[src/rtl/ctl_pipe_stage.sv]
// rtl/ctl_pipe_stage.sv - elastic multi-stage pipeline register for the decode control bundle
//
// Carries a WIDTH-bit control bundle through DEPTH valid/ready stages with
// back-pressure, bubble compression and flush. Empty stages always hold
// NOP_VALUE, so out_data reads NOP_VALUE whenever out_valid is low.
//
// Ports:
//   clk, rst                  clock, synchronous active-high reset
//   in_valid, in_ready, in_data   upstream handshake and bundle
//   flush                     kill every in-flight bundle at the next edge
//   out_valid, out_ready, out_data downstream handshake and bundle
//   occupancy                 number of valid stages (0..DEPTH)
//   stall_cycles, bubble_cycles   saturating activity counters, present only
//                                 when CTL_PIPE_STATS_EN is defined
module ctl_pipe_stage #(
    parameter int               WIDTH     = 16,
    parameter int               DEPTH     = 2,
    parameter logic [WIDTH-1:0] NOP_VALUE = '0
) (
    input  logic                         clk,
    input  logic                         rst,
    input  logic                         in_valid,
    output logic                         in_ready,
    input  logic [WIDTH-1:0]             in_data,
    input  logic                         flush,
    output logic                         out_valid,
    input  logic                         out_ready,
    output logic [WIDTH-1:0]             out_data,
`ifdef CTL_PIPE_STATS_EN
    output logic [15:0]                  stall_cycles,
    output logic [15:0]                  bubble_cycles,
`endif
    output logic [$clog2(DEPTH+1)-1:0]   occupancy
);

    localparam int OCC_W = $clog2(DEPTH+1);

    logic [DEPTH-1:0] v;
    logic [WIDTH-1:0] d     [DEPTH];
    logic [DEPTH-1:0] rdy;
    logic [DEPTH-1:0] src_v;
    logic [WIDTH-1:0] src_d [DEPTH];

    assign src_v[0] = in_valid;
    assign src_d[0] = in_data;

    // Each stage's source is the stage before it; ready ripples back from the
    // output so a full pipe can still shift every cycle while out_ready is high.
    for (genvar g = 0; g < DEPTH; g++) begin : g_stage
        if (g > 0) begin : g_src
            assign src_v[g] = v[g-1];
            assign src_d[g] = d[g-1];
        end
        if (g == DEPTH-1) begin : g_last
            assign rdy[g] = !v[g] || out_ready;
        end else begin : g_mid
            assign rdy[g] = !v[g] || rdy[g+1];
        end
    end

    assign in_ready  = rdy[0] && !flush;
    assign out_valid = v[DEPTH-1];
    assign out_data  = d[DEPTH-1];

    always_ff @(posedge clk) begin
        for (int i = 0; i < DEPTH; i++) begin
            if (rst || flush) begin
                v[i] <= 1'b0;
                d[i] <= NOP_VALUE;
            end else if (rdy[i]) begin
                // An invalid source turns into a bubble that carries NOP_VALUE.
                v[i] <= src_v[i];
                d[i] <= src_v[i] ? src_d[i] : NOP_VALUE;
            end
        end
    end

    logic [OCC_W-1:0] count;

    always_comb begin
        count = '0;
        for (int i = 0; i < DEPTH; i++) begin
            count = count + OCC_W'(v[i]);
        end
    end

    assign occupancy = count;

`ifdef CTL_PIPE_STATS_EN
    always_ff @(posedge clk) begin
        if (rst) begin
            stall_cycles  <= 16'h0000;
            bubble_cycles <= 16'h0000;
        end else begin
            if (v[DEPTH-1] && !out_ready && stall_cycles != 16'hFFFF) begin
                stall_cycles <= stall_cycles + 16'h0001;
            end
            if (!v[DEPTH-1] && bubble_cycles != 16'hFFFF) begin
                bubble_cycles <= bubble_cycles + 16'h0001;
            end
        end
    end
`endif

endmodule

[config.mk]
export PLATFORM = sky130hd
export DESIGN_NAME = ctl_pipe_stage
export DESIGN_NICKNAME = d
export VERILOG_FILES = /design/src/rtl/ctl_pipe_stage.sv
export SDC_FILE = /design/constraint.sdc
export NUM_CORES = 1
export LEC_CHECK = 0
export BUFFER_PORTS_ARGS = -buffer_cell sky130_fd_sc_hd__buf_4
export CAP_MARGIN = 25
export CORE_ASPECT_RATIO = 1.5
export CORE_MARGIN = 2
export CORE_UTILIZATION = 46
export DETAILED_ROUTE_END_ITERATION = 6
export HOLD_SLACK_MARGIN = 0.02
export PLACE_DENSITY = 0.82
export SYNTH_ARGS = -nofsm -noshare
export SYNTH_HDL_FRONTEND = slang
export SYNTH_SLANG_ARGS = --single-unit
[constraint.sdc]
create_clock -name clk -period 1.6 [get_ports clk]
set_input_delay 0.32 -clock clk [delete_from_list [all_inputs] [get_ports clk]]
set_output_delay 0.32 -clock clk [all_outputs]
set_load 0.01 [all_outputs]
# Word-level counts from Yosys, hierarchy flattened
# Memories as Yosys holds them, arrays and structs flattened.
# Index checks and enable logic that the tools add are counted.
# classes
add_sub_neg	1
mux	12
bitwise	2
n_reduce_logical	7
# op_table
op	count
16-bit two-way mux	4
1-bit two-way mux	8
1-bit logical NOT	3
1-bit logical OR	3
1-bit by 1-bit adder with 2-bit output	1
1-bit OR	2
1-bit logical AND	1
# totals
register_bits	2
ramBits	32
out_inout_bits	20
elab_cells	25
mem_count	1
# memory_table
name	depth	width	read_ports	rd_clocked_by_memory_dff	wr	line_no	rtl
d	2	16	2	0	2	39	logic [WIDTH-1:0] d [DEPTH];

# Depth between registers and ports, before layout
# logic_depth
word_depth	7
ltp_mapped	4
ltp_nobuf	2

# Worst setup path before layout
# OpenSTA, ideal clock, no wires.
# synth_timing
kind	flip-flop to flip-flop
start	register v[1]
end	memory d[0][0] (enable)
setup_ns	0.416
t_arrival_ns	1.403
t_required_ns	1.184
slack_ns	-0.219
path_stages_with_launch	5
synth_period_minus_slack_ns	1.819
path_cell_list	dfxtp_1 nor2b_1 buf_2 buf_2 nand3_1
# synth_rtl
item	line_no	rtl
start: declaration	38	logic [DEPTH-1:0] v;
start signal: indexed assignment	72	v[i] <= src_v[i];
end: declaration	39	

# Worst setup path after layout
# layout_timing
start	register v[0]
end	output occupancy[0]
# layout_between
elab_chain_cells	1
# layout_rtl
item	line_no	rtl
1-bit by 1-bit adder with 2-bit output	83	count = count + OCC_W'(v[i]);
end: declaration	33	output logic [$clog2(DEPTH+1)-1:0] occupancy
# No other way between the ends.

==> impl_metrics.csv <==
group,metric,value,unit
final_layout,num-nets-final,150,
power,leakage,0.761,nW
job,drv_cap,0,
power,sw_frac_of_total,0.184,
die,rows,25,
critical_path,crit_slowest_cell,"dfxtp_1",
logic_synthesis,syn_area,1490,µm²
logic_synthesis,synthesis.nets,107,
timing,finalCritPeriodShare,0.906,
timing,hold_viol,0,
place,hpwl,1630,µm
route,ant_nets,0,
clock_tree,cts.reportedPaths.clkPinSlew,0.06,ns
route,drcViolationCount,0,
route,drt_wl_total,2240,µm
logic_synthesis,synth-seq-cells,34,
power,power_density,890,nW/µm²
grt,grt_max_degree,18,
route,dr_total_vias,815,
timing,tightest_slew,0.412,ns
hold_path,hold_path.class,"in2reg",
critical_path,cp_slowest_stage_delay,0.43,ns
timing,fin_crit,1.45,ns
route,firstDrtPassIters,4,
place,place_ws,0.162,ns
power,p_switching,0.312,mW
grt,antenna_found_initial,0,
clock_tree,cts_resized,0,
clock_tree,clock_path_buffers,2,
final_layout,syn_to_final_growth,28.3,%
critical_path,required,1.28,ns
logic_synthesis,yosysSeqAreaShare,0.674,
place,gp_congestion,0.665,
timing,slew-limit-headroom,0.724,
timing,setup_viol,0,
critical_path,crit_family,"flip-flops",
critical_path,critical_path_class,"reg2out",
power,power.total,1.70,mW
logic_synthesis,synthCells,85,
timing,max_freq,690,MHz
critical_path,cp_max_fo,5,
place,port_buffers,40,
die,die_h,73.6,µm
grt,grtUsageTotal,0.138,
power,combPwrFrac,0.053,
logic_synthesis,synth.mux.area_fraction,0,
die,num_io_pins,41,
route,post_drt_wl_per_cell,13.3,µm
final_layout,n_antenna_cell,0,
timing,final_max_slew_viol_count,0,
grt,grt.overflow.total,0,
logic_synthesis,synth_warnings,0,
die,fp.coreArea,3130,µm²
logic_synthesis,synth-xor-area-share,0,
final_layout,fin_util,0.609,
logic_synthesis,synthSimpleGateAreaFrac,0.262,
outcome,run_status,"finished, final reports clean",
logic_synthesis,synth_compound_area_frac,0.0101,
logic_synthesis,syn_area_per_cell,17.5,µm²
timing,worst_slack,0.151,ns
final_layout,finalInstanceArea,1910,µm²
clock_tree,clock_sinks,34,
power,p_int,1.38,mW
critical_path,crit_arrival,1.13,ns
power,peakVddDrop,0.000721,V
logic_synthesis,ys_types,15,
grt,grt_first_pass_wirelength,3560,µm
final_layout,fill_cells,254,
clock_tree,post-cts-setup-buffers,0,
logic_synthesis,synth_top_family_by_area,"simple AND/OR/NAND/NOR gates",
logic_synthesis,synth-adder-area-share,0.00842,
power,clkPwrFrac,0.369,
clock_tree,cts_tree,"done",
clock_tree,cts_root_buffer,"clkbuf_8",
clock_tree,hold_buffers,0,
clock_tree,cts_buffers,5,
final_layout,layout-drive-gt1-share,0.566,
die,die_area,3710,µm²
route,viasPerCell,4.82,
power,pwr-share-seq,0.579,
critical_path,cp-end-kind,"output pin",
route,first_iter_violations,12,
grt,grt_pass1_vias,786,
timing,rsz0062_at_grt,"no",
timing,fin_worst_skew,0.00549,ns
critical_path,startpoint_type,"register",
place,dpl_cell_area,1820,µm²
clock_tree,insertion_delay,0.28,ns
die,initial_core_util,0.475,
critical_path,path_cells,"ha_1 > buf_4",
die,chipWidth,50.4,µm
critical_path,path_buf_inv,1,
clock_tree,htreeDepth,2,
timing,tns,0,ns
==> power groups by stage <==
stage / Sequential [mW] / Combinational (mW) / Clock, mW
2_1_floorplan: 1.00 / 0.0409 / 0
3_3_place_gp: 0.999 / 0.0873 / 0
3_5_place_dp: 1.00 / 0.0906 / 0
4_1_cts: 0.982 / 0.0909 / 0.638
5_1_grt: 0.983 / 0.0961 / 0.665
6_report: 0.982 / 0.0895 / 0.625
==> metrics by stage <==
step / hold WS (ns) / std cells
final: 0.271 / 169
after global routing: 0.277 / 169
after CTS: 0.269 / 169
after detailed placement: 0.546 / 161
after global placement: 0.536 / 161
after floorplan: 0.444 / 85
==> worst register-to-register path, stage by stage (launching register included) <==
cell	delay (ns)
dfxtp_1	0.43
or3b_1	0.38
buf_4	0.21
nor3b_1	0.23
==> cells by family (layout without fill, tap and decap cells) <==
logic type	count (synthesis)	in the layout
flip-flops	34	34
adder cells (fa/ha/maj)	1	1
buffers and inverters	8	52
AND/OR/NAND/NOR	40	40
AO/OA/AOI/OAI	2	2
==> worst paths after layout <==
check	from	end	depth (start not counted)	slack, ns
hold reg to reg	d[0][13]	d[1][13]	1	0.57
setup reg to reg	v[0]	d[1][15]	3	0.17
hold / removal	in_valid	v[0]	2	0.27
setup / recovery	v[0]	occupancy[0]	2	0.15
==> layout by cell type, fill, tap and decap left out <==
master,count
ha_1,1
or3b_1,2
nand3_4,1
dfxtp_1,2
nor2_1,2
nor2b_2,1
edfxtp_1,32
clkbuf_1,2
nor3b_2,20
clkbuf_8,6
and3b_1,1
nand2_2,1
buf_4,44
o21a_1,2
nor3b_1,12
==> final cells by class <==
cell class | instances | area [µm²] | area share
sequential | 34 | 1000 | 0.525
multi-input combinational | 43 | 434 | 0.228
timing repair buffer | 44 | 330 | 0.173
clock buffer | 8 | 90.1 | 0.0473
tap | 40 | 50.0 | 0.0263
==> Yosys cell counts <==
cell      instances  area [µm²]
edfxtp_1         32         961
nor3b_2          20         250
nor3b_1          12        90.1
buf_2             5        25.0
buf_6             2        22.5
dfxtp_1           2        40.0
nor2_1            2        7.51
o21a_1            2        15.0
or3b_1            2        17.5
and3b_1           1        8.76
buf_12            1        20.0
ha_1              1        12.5
nand2_1           1        3.75
nand3_1           1        5.00
nor2b_1           1        6.26
==> registers in the layout (all words and copies together) (netlist names) <==
register and count:
d 32, v 2
==> metal layers <==
metal,vias to the layer above,global-route usage,share of wire
met3,8,0.0508,0.058
met5,-,0,0
met2,29,0.237,0.55
met1,375,0.133,0.36
li1,403,-,-
met4,0,0.0991,0.033
Power figures use the tool's default switching activity.
